`src/rtl/novacore_cfg_loader.sv`:
```
// ============================================================================
// novacore_cfg_loader
//   Streams configuration words into a fabric of CELLS cells. Each accepted
//   word is presented on c_bus/c_uid, followed by one setup cycle and one
//   c_clk pulse (CLK_DIV cycles high, CLK_DIV cycles low). In broadcast mode
//   a single word is sent to the all-ones cell address.
//
//   Optional feature macro: NOVACORE_CFG_CHECKSUM_EN
//     Adds a CHECK state. After the last cell word, one more word is taken
//     from the stream and compared with the XOR of all accepted words. A
//     mismatch sets err and leaves mode asserted after done.
//
// Ports
//   clk, rst_n        sole clock, asynchronous active-low reset
//   start, broadcast  begin a load (broadcast sampled together with start)
//   abort             cancel a load in progress (sets err)
//   s_data/s_valid/s_ready   configuration word stream in
//   mode              1 while the fabric is held in configuration
//   c_bus, c_uid      word and target cell address to the fabric
//   c_clk             configuration strobe to the fabric
//   busy, done, err   status: load active, one-cycle completion, sticky error
//   words_loaded      number of words fully clocked into the fabric
// ============================================================================
module novacore_cfg_loader #(
    parameter int CELLS   = 81,
    parameter int WORD_W  = 74,
    parameter int UID_W   = 9,
    parameter int CLK_DIV = 2
) (
    input  logic              clk,
    input  logic              rst_n,
    input  logic              start,
    input  logic              broadcast,
    input  logic              abort,
    input  logic [WORD_W-1:0] s_data,
    input  logic              s_valid,
    output logic              s_ready,
    output logic              mode,
    output logic [WORD_W-1:0] c_bus,
    output logic [UID_W-1:0]  c_uid,
    output logic              c_clk,
    output logic              busy,
    output logic              done,
    output logic              err,
    output logic [UID_W-1:0]  words_loaded
);

    localparam int CW = (CLK_DIV > 1) ? $clog2(CLK_DIV) : 1;
    localparam logic [CW-1:0] DIV_LAST = CW'(CLK_DIV - 1);

    typedef enum logic [2:0] {
        IDLE,
        LOAD,
        SETUP,
        PULSE_HI,
        PULSE_LO,
`ifdef NOVACORE_CFG_CHECKSUM_EN
        CHECK,
`endif
        DONE
    } state_t;

    state_t            state, next_state;
    logic [CW-1:0]     div_cnt;
    logic [UID_W-1:0]  cell_idx;
    logic [UID_W-1:0]  total;
    logic              bcast_q;
    logic              div_done;
    logic              last_word;
    logic              abort_hit;
    logic              cnt_run;
    logic              chk_bad;

    assign words_loaded = cell_idx;
    assign total        = bcast_q ? UID_W'(1) : UID_W'(CELLS);
    assign div_done     = (div_cnt == DIV_LAST);
    assign last_word    = ((cell_idx + UID_W'(1)) >= total);
    assign abort_hit    = abort && (state != IDLE);
    // Counter only runs while staying inside a pulse phase; any phase
    // change (or abort) restarts it from zero.
    assign cnt_run      = (next_state == state) &&
                          ((state == PULSE_HI) || (state == PULSE_LO));

`ifdef NOVACORE_CFG_CHECKSUM_EN
    logic [WORD_W-1:0] xor_acc;
    assign s_ready = (state == LOAD) || (state == CHECK);
    assign chk_bad = (state == CHECK) && s_valid && (s_data != xor_acc);
`else
    assign s_ready = (state == LOAD);
    assign chk_bad = 1'b0;
`endif

    always_ff @(posedge clk or negedge rst_n) begin
        if (!rst_n) state <= IDLE;
        else        state <= next_state;
    end

    always_comb begin
        next_state = state;
        case (state)
            IDLE:     if (start) next_state = LOAD;
            LOAD:     if (s_valid) next_state = SETUP;
            SETUP:    next_state = PULSE_HI;
            PULSE_HI: if (div_done) next_state = PULSE_LO;
            PULSE_LO: begin
                if (div_done) begin
                    if (!last_word) next_state = LOAD;
`ifdef NOVACORE_CFG_CHECKSUM_EN
                    else            next_state = CHECK;
`else
                    else            next_state = DONE;
`endif
                end
            end
`ifdef NOVACORE_CFG_CHECKSUM_EN
            CHECK:    if (s_valid) next_state = DONE;
`endif
            DONE:     next_state = IDLE;
            default:  next_state = IDLE;
        endcase
        if (abort_hit) next_state = IDLE;
    end

    always_ff @(posedge clk or negedge rst_n) begin
        if (!rst_n) begin
            c_clk    <= 1'b0;
            done     <= 1'b0;
            div_cnt  <= '0;
            mode     <= 1'b0;
            busy     <= 1'b0;
            err      <= 1'b0;
            cell_idx <= '0;
            bcast_q  <= 1'b0;
            c_bus    <= '0;
            c_uid    <= '0;
`ifdef NOVACORE_CFG_CHECKSUM_EN
            xor_acc  <= '0;
`endif
        end else begin
            // Registered from the next state so c_clk is glitch-free and
            // exactly tracks the PULSE_HI residency.
            c_clk   <= (next_state == PULSE_HI);
            done    <= (next_state == DONE);
            div_cnt <= cnt_run ? div_cnt + CW'(1) : '0;

            if (abort_hit) begin
                mode <= 1'b0;
                busy <= 1'b0;
                err  <= 1'b1;
            end else begin
                case (state)
                    IDLE: begin
                        if (start) begin
                            mode     <= 1'b1;
                            busy     <= 1'b1;
                            err      <= 1'b0;
                            cell_idx <= '0;
                            bcast_q  <= broadcast;
`ifdef NOVACORE_CFG_CHECKSUM_EN
                            xor_acc  <= '0;
`endif
                        end
                    end
                    LOAD: begin
                        if (s_valid) begin
                            c_bus <= s_data;
                            c_uid <= bcast_q ? '1 : cell_idx;
`ifdef NOVACORE_CFG_CHECKSUM_EN
                            xor_acc <= xor_acc ^ s_data;
`endif
                        end
                    end
                    PULSE_LO: if (div_done) cell_idx <= cell_idx + UID_W'(1);
                    default: ;
                endcase
                // busy drops as DONE is entered; mode stays up only if the
                // load ended with an error (checksum mismatch).
                if (next_state == DONE) begin
                    busy <= 1'b0;
                    mode <= err | chk_bad;
                    err  <= err | chk_bad;
                end
            end
        end
    end

endmodule

```
`config.mk`:
```
export PLATFORM = sky130hd
export DESIGN_NAME = novacore_cfg_loader
export DESIGN_NICKNAME = d
export VERILOG_FILES = /design/src/rtl/novacore_cfg_loader.sv
export SDC_FILE = /design/constraint.sdc
export NUM_CORES = 1
export LEC_CHECK = 0
export CORE_AREA = 2 2 83 124
export CTS_CLUSTER_SIZE = 25
export DETAILED_ROUTE_END_ITERATION = 10
export DIE_AREA = 0 0 85 126
export PLACE_DENSITY = 0.84
export SETUP_SLACK_MARGIN = 0.4
export SYNTH_ARGS = -nofsm -noshare
export SYNTH_HDL_FRONTEND = slang
export SYNTH_SLANG_ARGS = --single-unit
export TNS_END_PERCENT = 5
```
`constraint.sdc`:
```
create_clock -name clk -period 6.6 [get_ports clk]
set_input_delay 1.98 -clock clk [delete_from_list [all_inputs] [get_ports clk]]
set_output_delay 1.98 -clock clk [all_outputs]
set_load 0.005 [all_outputs]
```
==> qor.yml, run 1 <==
period_minus_slack_ps: 4210
final_layout_size_suffix_gt1_share_pct: 19.6
ys_seq_area_share_pct: 57.5
drt-initial-drc-count: 92
cts-htree-levels: 3
final_common_cell: "sky130_fd_sc_hd__clkdlybuf4s50_1"
reg2regPathDepth: 6
portion_of_total_power_attributed_to_combinational_logic_pct: 43.7
path_max_fanout: 68
slew-limit-headroom_pct: 25.7
cap_viol_max_count: 0
post_synthesis_compound_gate_area_fraction_pct: 4.88
post_synth_xor_area_fraction_pct: 1.38
crit_path_start: "abort"
final_nets: 568
first_global_vias: 3281
max-vdd-ir-drop_uv: 325
detail_route.wirelength_microns: 10700
wire_length_of_the_first_global_routing_pass_microns: 17400
cell_at_the_slowest_stage_of_the_critical_path: "sky130_fd_sc_hd__nand2b_4"
ys_ff_latch: 102
holdBufCountCts: 0
dieWidth_microns: 85
ctsLongestPathBuffers: 2
reg2reg_to: "c_bus[10]$_DFFE_PN0P_"
placeableCoreArea_sq_um: 9630
crit_buf_inv: 2
rsz_0062_raised_after_global_routing: "no"
timing.critical_path.slowest_cell_delay_ps: 780
synth_simple_gate_area_share_pct: 7.56
setup_total_negative_slack_ps: 0
gr-usage-all-layers_pct: 20.8
net-switching-power_mw: 0.742
grt_overflow_total: 0
most_area_consuming_cells_after_synthesis: "sky130_fd_sc_hd__dfrtp_1 (58%), sky130_fd_sc_hd__mux2_4 (21%), sky130_fd_sc_hd__mux2_2 (3.3%)"
floorplan.initialDensity_pct: 46.0
worst-slew-pin-transition_ps: 1110
area.growth.synth_to_final_pct: 47.4
wl_per_cell_microns: 17.7
setup-violations-final: 0
finalClockSkew_ps: 6.74
cell_taking_the_most_area_after_synthesis: "sky130_fd_sc_hd__dfrtp_1"
layout.cells.most_common_list: "sky130_fd_sc_hd__clkdlybuf4s50_1 (176), sky130_fd_sc_hd__dfrtp_1 (102), sky130_fd_sc_hd__mux2_4 (62), sky130_fd_sc_hd__o21ai_0 (20)"
yosys_warnings: 0
grt_start_max_net_pins: 69
place_worst_setup_slack_ps: 1990
antenna_cells_inserted: 0
yosys-mux-area-fraction_pct: 24.5
antenna_found_initial: 0
postCtsSetupRepairBufs: 0
r2r_start: "state[1]$_DFF_PN0_"
die_area_sq_um: 10700
synthDominantCellAreaShare_pct: 57.5
power.share.sequential_pct: 38.6
final_min_period_over_clock_period_pct: 63.8
timing.critical_path.required_ps: 6820
antenna_left: 0
outcome: "completed"
avgSynthCellArea_sq_um: 14.4
r2r_slack_ps: 3840
timing.critical_path.from_type: "input port"
hold_crit_class: "reg -> reg"
worst-path-stages: 5
synth.cell_area_sq_um: 4440
postLayoutSetupSlackWorst_ps: 2390
synth_top_family_by_area: "multiplexers"
clkTransAtPathRegs_ps: 60
netlist-cell-type-count: 38
synth_nets: 393
cp_cell_sequence: "clkdlybuf4s50_1 > nor3_4 > nand2b_4 > buf_4 > mux2_2"
finalWeightedCongestion: 0.779
maxClockFrequency_mhz: 238
crit_arrival_ps: 4430
total_power_mw: 2.81
postSynthCellCount: 309
post_cts_resized: 0
remaining_drc_errors: 0
internal_power_mw: 2.06
critical_path.top_delay_family: "buffers and inverters"
path_class: "in -> reg"
count_of_vias_placed_by_the_detailed_router: 3064
dieHeight_microns: 126
insertion_delay_ps: 340
synth-adder-area-share_pct: 1.13
port-buffer-count: 177
tritoncts: "built"
static-leakage-power_nw: 2.98
crit_path_end: "c_bus[10]$_DFFE_PN0P_"
cts.sink_count: 102
total_i_o_pin_count: 178
drv_slew: 0
clock_share_of_power_pct: 17.7
dp.final_hpwl_microns: 8000
rows: 44
swShare_pct: 26.4
hold_viol: 0
detail_route.vias_per_cell: 5.07
p_per_area_nw_per_um2: 429
ctsRootBufferMaster: "sky130_fd_sc_hd__clkbuf_16"
drtPass1Iterations: 4
worst_setup_path_end_kind: "flip-flop"
cts-buffers-inserted: 9
==> worst min path at each step <==
stage	startpoint	endpoint	cells past startpoint
4_1_cts	c_uid[2]$_DFFE_PN0P_	c_uid[2]$_DFFE_PN0P_	2
3_3_place_gp	c_uid[6]$_DFFE_PN0P_	c_uid[6]$_DFFE_PN0P_	2
5_1_grt	c_bus[68]$_DFFE_PN0P_	c_bus[68]$_DFFE_PN0P_	1
2_1_floorplan	c_uid[0]$_DFFE_PN0P_	c_uid[0]$_DFFE_PN0P_	2
3_5_place_dp	c_uid[2]$_DFFE_PN0P_	c_uid[2]$_DFFE_PN0P_	2
6_report	c_uid[5]$_DFFE_PN0P_	c_uid[5]$_DFFE_PN0P_	2
==> per-stage QoR <==
stage	hold WS [ps]	instance area [sq um]	util [%]	cells
final	487	6540	67.9	604
after global routing	521	6540	67.9	604
after CTS	488	6540	67.9	604
after detailed placement	474	6260	64.9	588
after global placement	464	6260	64.9	588
after floorplan	473	4440	-	309
==> cell families after synthesis <==
| group | after synthesis |
|---|---|
| flops | 102 |
| xor+xnor | 7 |
| buf+inv | 20 |
| compound gates | 36 |
| simple gates | 64 |
| mux | 76 |
| fa+ha+maj | 4 |
==> final cells by class <==
cell class                      count  area, sq um
Fill cell                         660         3100
Sequential cell                   102         2550
Timing Repair Buffer              179         1780
Multi-Input combinational cell    187         1760
Clock buffer                       16          282
Tap cell                          115          144
Inverter                            5         18.8
==> cells in the mapped netlist, drive strengths merged <==
library cell / count
dfrtp: 102
nand3: 9
o21ai: 21
o21ba: 1
a21boi: 3
a21oi: 4
ha: 4
nand2b: 6
nor2: 15
a211oi: 2
and2: 1
buf: 11
inv: 5
mux2i: 1
nand4b: 1
xor2: 3
nor3b: 1
o31a: 1
nor4: 1
o31ai: 2
and3: 5
nand3b: 2
nor2b: 5
nor3: 3
xnor2: 4
a22oi: 2
nand2: 15
mux2: 75
clkbuf: 4
==> flip-flops by register name (all words and copies together), names as in the netlist <==
signal        count
state             3
c_bus            74
div_cnt           1
words_loaded      9
err               1
done              1
mode              1
busy              1
bcast_q           1
c_uid             9
c_clk             1
==> tightest hold or removal path: cells and delay by family (launching register included) <==
kind,cells,cell delay [ps]
flip-flops,1,350
AO/OA/AOI/OAI,1,60
AND/OR/NAND/NOR,1,50
==> layer usage <==
layer | global-route usage [%] | part of all wire [%] | vias up
met4 | 8.78 | 2.4 | 0
met3 | 5.05 | 6.0 | 23
met1 | 23.3 | 39 | 1503
met5 | 0 | 0 | -
li1 | - | - | 1419
met2 | 37.2 | 53 | 119
==> power by group through the flow <==
| stage | clock network [mW] | logic, mW | registers (mW) |
|---|---|---|---|
| 6_report | 0.497 | 1.23 | 1.08 |
| 5_1_grt | 0.531 | 1.31 | 1.12 |
| 4_1_cts | 0.511 | 1.25 | 1.08 |
| 3_5_place_dp | 0 | 1.24 | 1.09 |
| 3_3_place_gp | 0 | 1.21 | 1.07 |
| 2_1_floorplan | 0 | 0.539 | 1.08 |
(Power assumes the default switching activity.)
==> run 2, diff against run 1 <==
--- a/config.mk
+++ b/config.mk
@@ -5,11 +5,11 @@
 export SDC_FILE = /design/constraint.sdc
 export NUM_CORES = 1
 export LEC_CHECK = 0
-export CORE_AREA = 2 2 83 124
+export CORE_AREA = 2 2 91 136
 export CTS_CLUSTER_SIZE = 25
 export DETAILED_ROUTE_END_ITERATION = 10
-export DIE_AREA = 0 0 85 126
-export PLACE_DENSITY = 0.84
+export DIE_AREA = 0 0 93 138
+export PLACE_DENSITY = 0.75
 export SETUP_SLACK_MARGIN = 0.4
 export SYNTH_ARGS = -nofsm -noshare
 export SYNTH_HDL_FRONTEND = slang
==> constraint.sdc (replaced) <==
create_clock -name clk -period 3.5 [get_ports clk]
set_input_delay 1.05 -clock clk [delete_from_list [all_inputs] [get_ports clk]]
set_output_delay 1.05 -clock clk [all_outputs]
set_load 0.005 [all_outputs]
==> run 2 against run 1 <==
First-iteration DRC count is 22% lower. Highest routed layer unchanged. Non-clock buffer count rose by 4. Via count rose by 0.13%. Power is 90% higher. Worst setup slack got worse by 1600 ps. Die area up 20%. Routed wire length rose by 2.4%. Clock-buffer cell count decreased by 7. Register-to-register slack worse by 2800 ps. Sequential power grew 88%. Critical path depth down 2. Clock power grew 94%.
==> qor.yml, run 2 (synthesis results as in run 1) <==
hold_viol: 0  # unchanged
cts-htree-levels: 3  # unchanged
largest_register_ffs: 74  # unchanged
slew-limit-headroom_pct: 62.4  # +37 points
outcome: "completed"
maxClockFrequency_mhz: 367
postCtsSetupRepairBufs: 0  # unchanged
ctsLongestPathBuffers: 2  # unchanged
finalClockSkew_ps: 10.1  # +3.33 ps
port-buffer-count: 177  # unchanged
die_area_sq_um: 12800  # +20%
clkTransAtPathRegs_ps: 70  # about the same
detail_route.vias_per_cell: 4.75  # -6.4%
p_per_area_nw_per_um2: 799  # +86%
post_dp_cell_area_sq_um: 6370  # +1.8%
insertion_delay_ps: 340  # about the same
cts.sink_count: 102  # unchanged
post_cts_resized: 0  # unchanged
antenna_left: 0  # unchanged
timing.critical_path.required_ps: 2450  # -4370 ps
setup_total_negative_slack_ps: 0  # unchanged
gr-usage-all-layers_pct: 17.7  # -3.1 points
final_cell_area_sq_um: 6660  # +1.9%
detail_route.wirelength_microns: 11000  # +2.4%
first_global_vias: 3351  # +2.1%
layout.cells.most_common_list: "sky130_fd_sc_hd__clkdlybuf4s50_1 (176), sky130_fd_sc_hd__dfrtp_1 (102), sky130_fd_sc_hd__mux2_4 (62), sky130_fd_sc_hd__o21ai_0 (20)"
finalWeightedCongestion: 0.824  # +5.7%
max-vdd-ir-drop_uv: 386  # +18%
static-leakage-power_nw: 3.02  # +1.4%
wl_per_cell_microns: 17.0  # -4.2%
worst_setup_path_end_kind: "output port"
final_common_cell: "sky130_fd_sc_hd__clkdlybuf4s50_1"
placeableCoreArea_sq_um: 11800  # +22%
worst-slew-pin-transition_ps: 564  # -551 ps
path_class: "reg -> out"
dp.final_hpwl_microns: 8000  # about the same
count_of_vias_placed_by_the_detailed_router: 3068  # +0.13%
stdcell_count: 646  # +7.0%
tritoncts: "built"
crit_arrival_ps: 1670  # -2760 ps
ctsRootBufferMaster: "sky130_fd_sc_hd__clkbuf_16"
antenna_found_initial: 0  # unchanged
remaining_drc_errors: 0  # unchanged
floorplan.initialDensity_pct: 37.7  # -8.4 points
setup-violations-final: 0  # unchanged
drt-initial-drc-count: 72  # -22%
final_layout_size_suffix_gt1_share_pct: 21.1  # +1.5 points
path_max_fanout: 8  # -88%
rows: 49  # +11%
grt_start_max_net_pins: 103  # +49%
cts-buffers-inserted: 9  # unchanged
timing.critical_path.from_type: "flip-flop"
area.growth.synth_to_final_pct: 50.2
final_min_period_over_clock_period_pct: 77.8
final_nets: 572  # +0.70%
total_power_mw: 5.32  # +90%
dieWidth_microns: 93  # +9.4%
drtPass1Iterations: 4  # unchanged
max_flop_register: "c_bus"
dp.cells: 630  # +7.1%
antenna_cells_inserted: 0  # unchanged
hold_crit_class: "reg -> reg"
cap_viol_max_count: 0  # unchanged
period_minus_slack_ps: 2720
total_i_o_pin_count: 178  # unchanged
hold_ws_ps: 484  # -2.42 ps
rsz_0062_raised_after_global_routing: "no"
dieHeight_microns: 138  # +9.5%
wire_length_of_the_first_global_routing_pass_microns: 17900  # +2.7%
grt_overflow_total: 0  # unchanged
holdBufCountCts: 0  # unchanged
drv_slew: 0  # unchanged
## run 2: cell types whose count changed in the layout (fill, tap and decap cells not counted), sizes merged
cell / delta
buf: +4
clkbuf: -7
clkinv: +2
inv: +5
## run 2: critical path, stage by stage (launching register included)
cell	delay [ps]
sky130_fd_sc_hd__dfrtp_1	490
sky130_fd_sc_hd__nor2b_4	220
sky130_fd_sc_hd__nor2b_1	130
sky130_fd_sc_hd__clkdlybuf4s50_1	500
## run 2: final cells by class
type | count | area [sq um]
Clock buffer | 9 | 225
Clock inverter | 7 | 62.6
Fill cell | 949 | 5110
Inverter | 5 | 18.8
Multi-Input combinational cell | 187 | 1760
Sequential cell | 102 | 2550
Tap cell | 153 | 191
Timing Repair Buffer | 183 | 1850
## run 2: power by group
group / internal [mW] / switching (mW) / leakage (nW)
combinational: 1.66 / 0.672 / 1.64
sequential: 1.70 / 0.334 / 1.24
clock: 0.500 / 0.461 / 0.145
total: 3.86 / 1.47 / 3.02
## run 2: metrics by stage
stage | util (%) | setup slack (ps)
global route | 56.6 | 691
CTS | 56.6 | 744
finish | 56.6 | 776
global placement | 54.1 | 620
floorplan | - | 1240
detailed placement | 54.1 | 572
## run 2: metal layers
layer	vias up	share of wire, %	GRT usage, %
li1	1431	-	-
met1	1515	38	20.1
met2	104	54	31.5
met3	18	5.9	4.85
met4	0	1.9	6.11
met5	-	0	0
## run 2: final timing paths
check / startpoint / end / slack [ps] / cells after the start
setup / recovery: state[0]$_DFF_PN0_ / s_ready / 780 / 3
hold / removal: c_uid[8]$_DFFE_PN0P_ / c_uid[8]$_DFFE_PN0P_ / 480 / 2
setup reg to reg: words_loaded[0]$_DFFE_PN0P_ / div_cnt$_DFF_PN0_ / 990 / 8
hold reg to reg: c_uid[8]$_DFFE_PN0P_ / c_uid[8]$_DFFE_PN0P_ / 480 / 2
max in group asynchronous: rst_n / c_uid[8]$_DFFE_PN0P_ / 2310 / 2
min in group asynchronous: rst_n / c_bus[32]$_DFFE_PN0P_ / 740 / 2
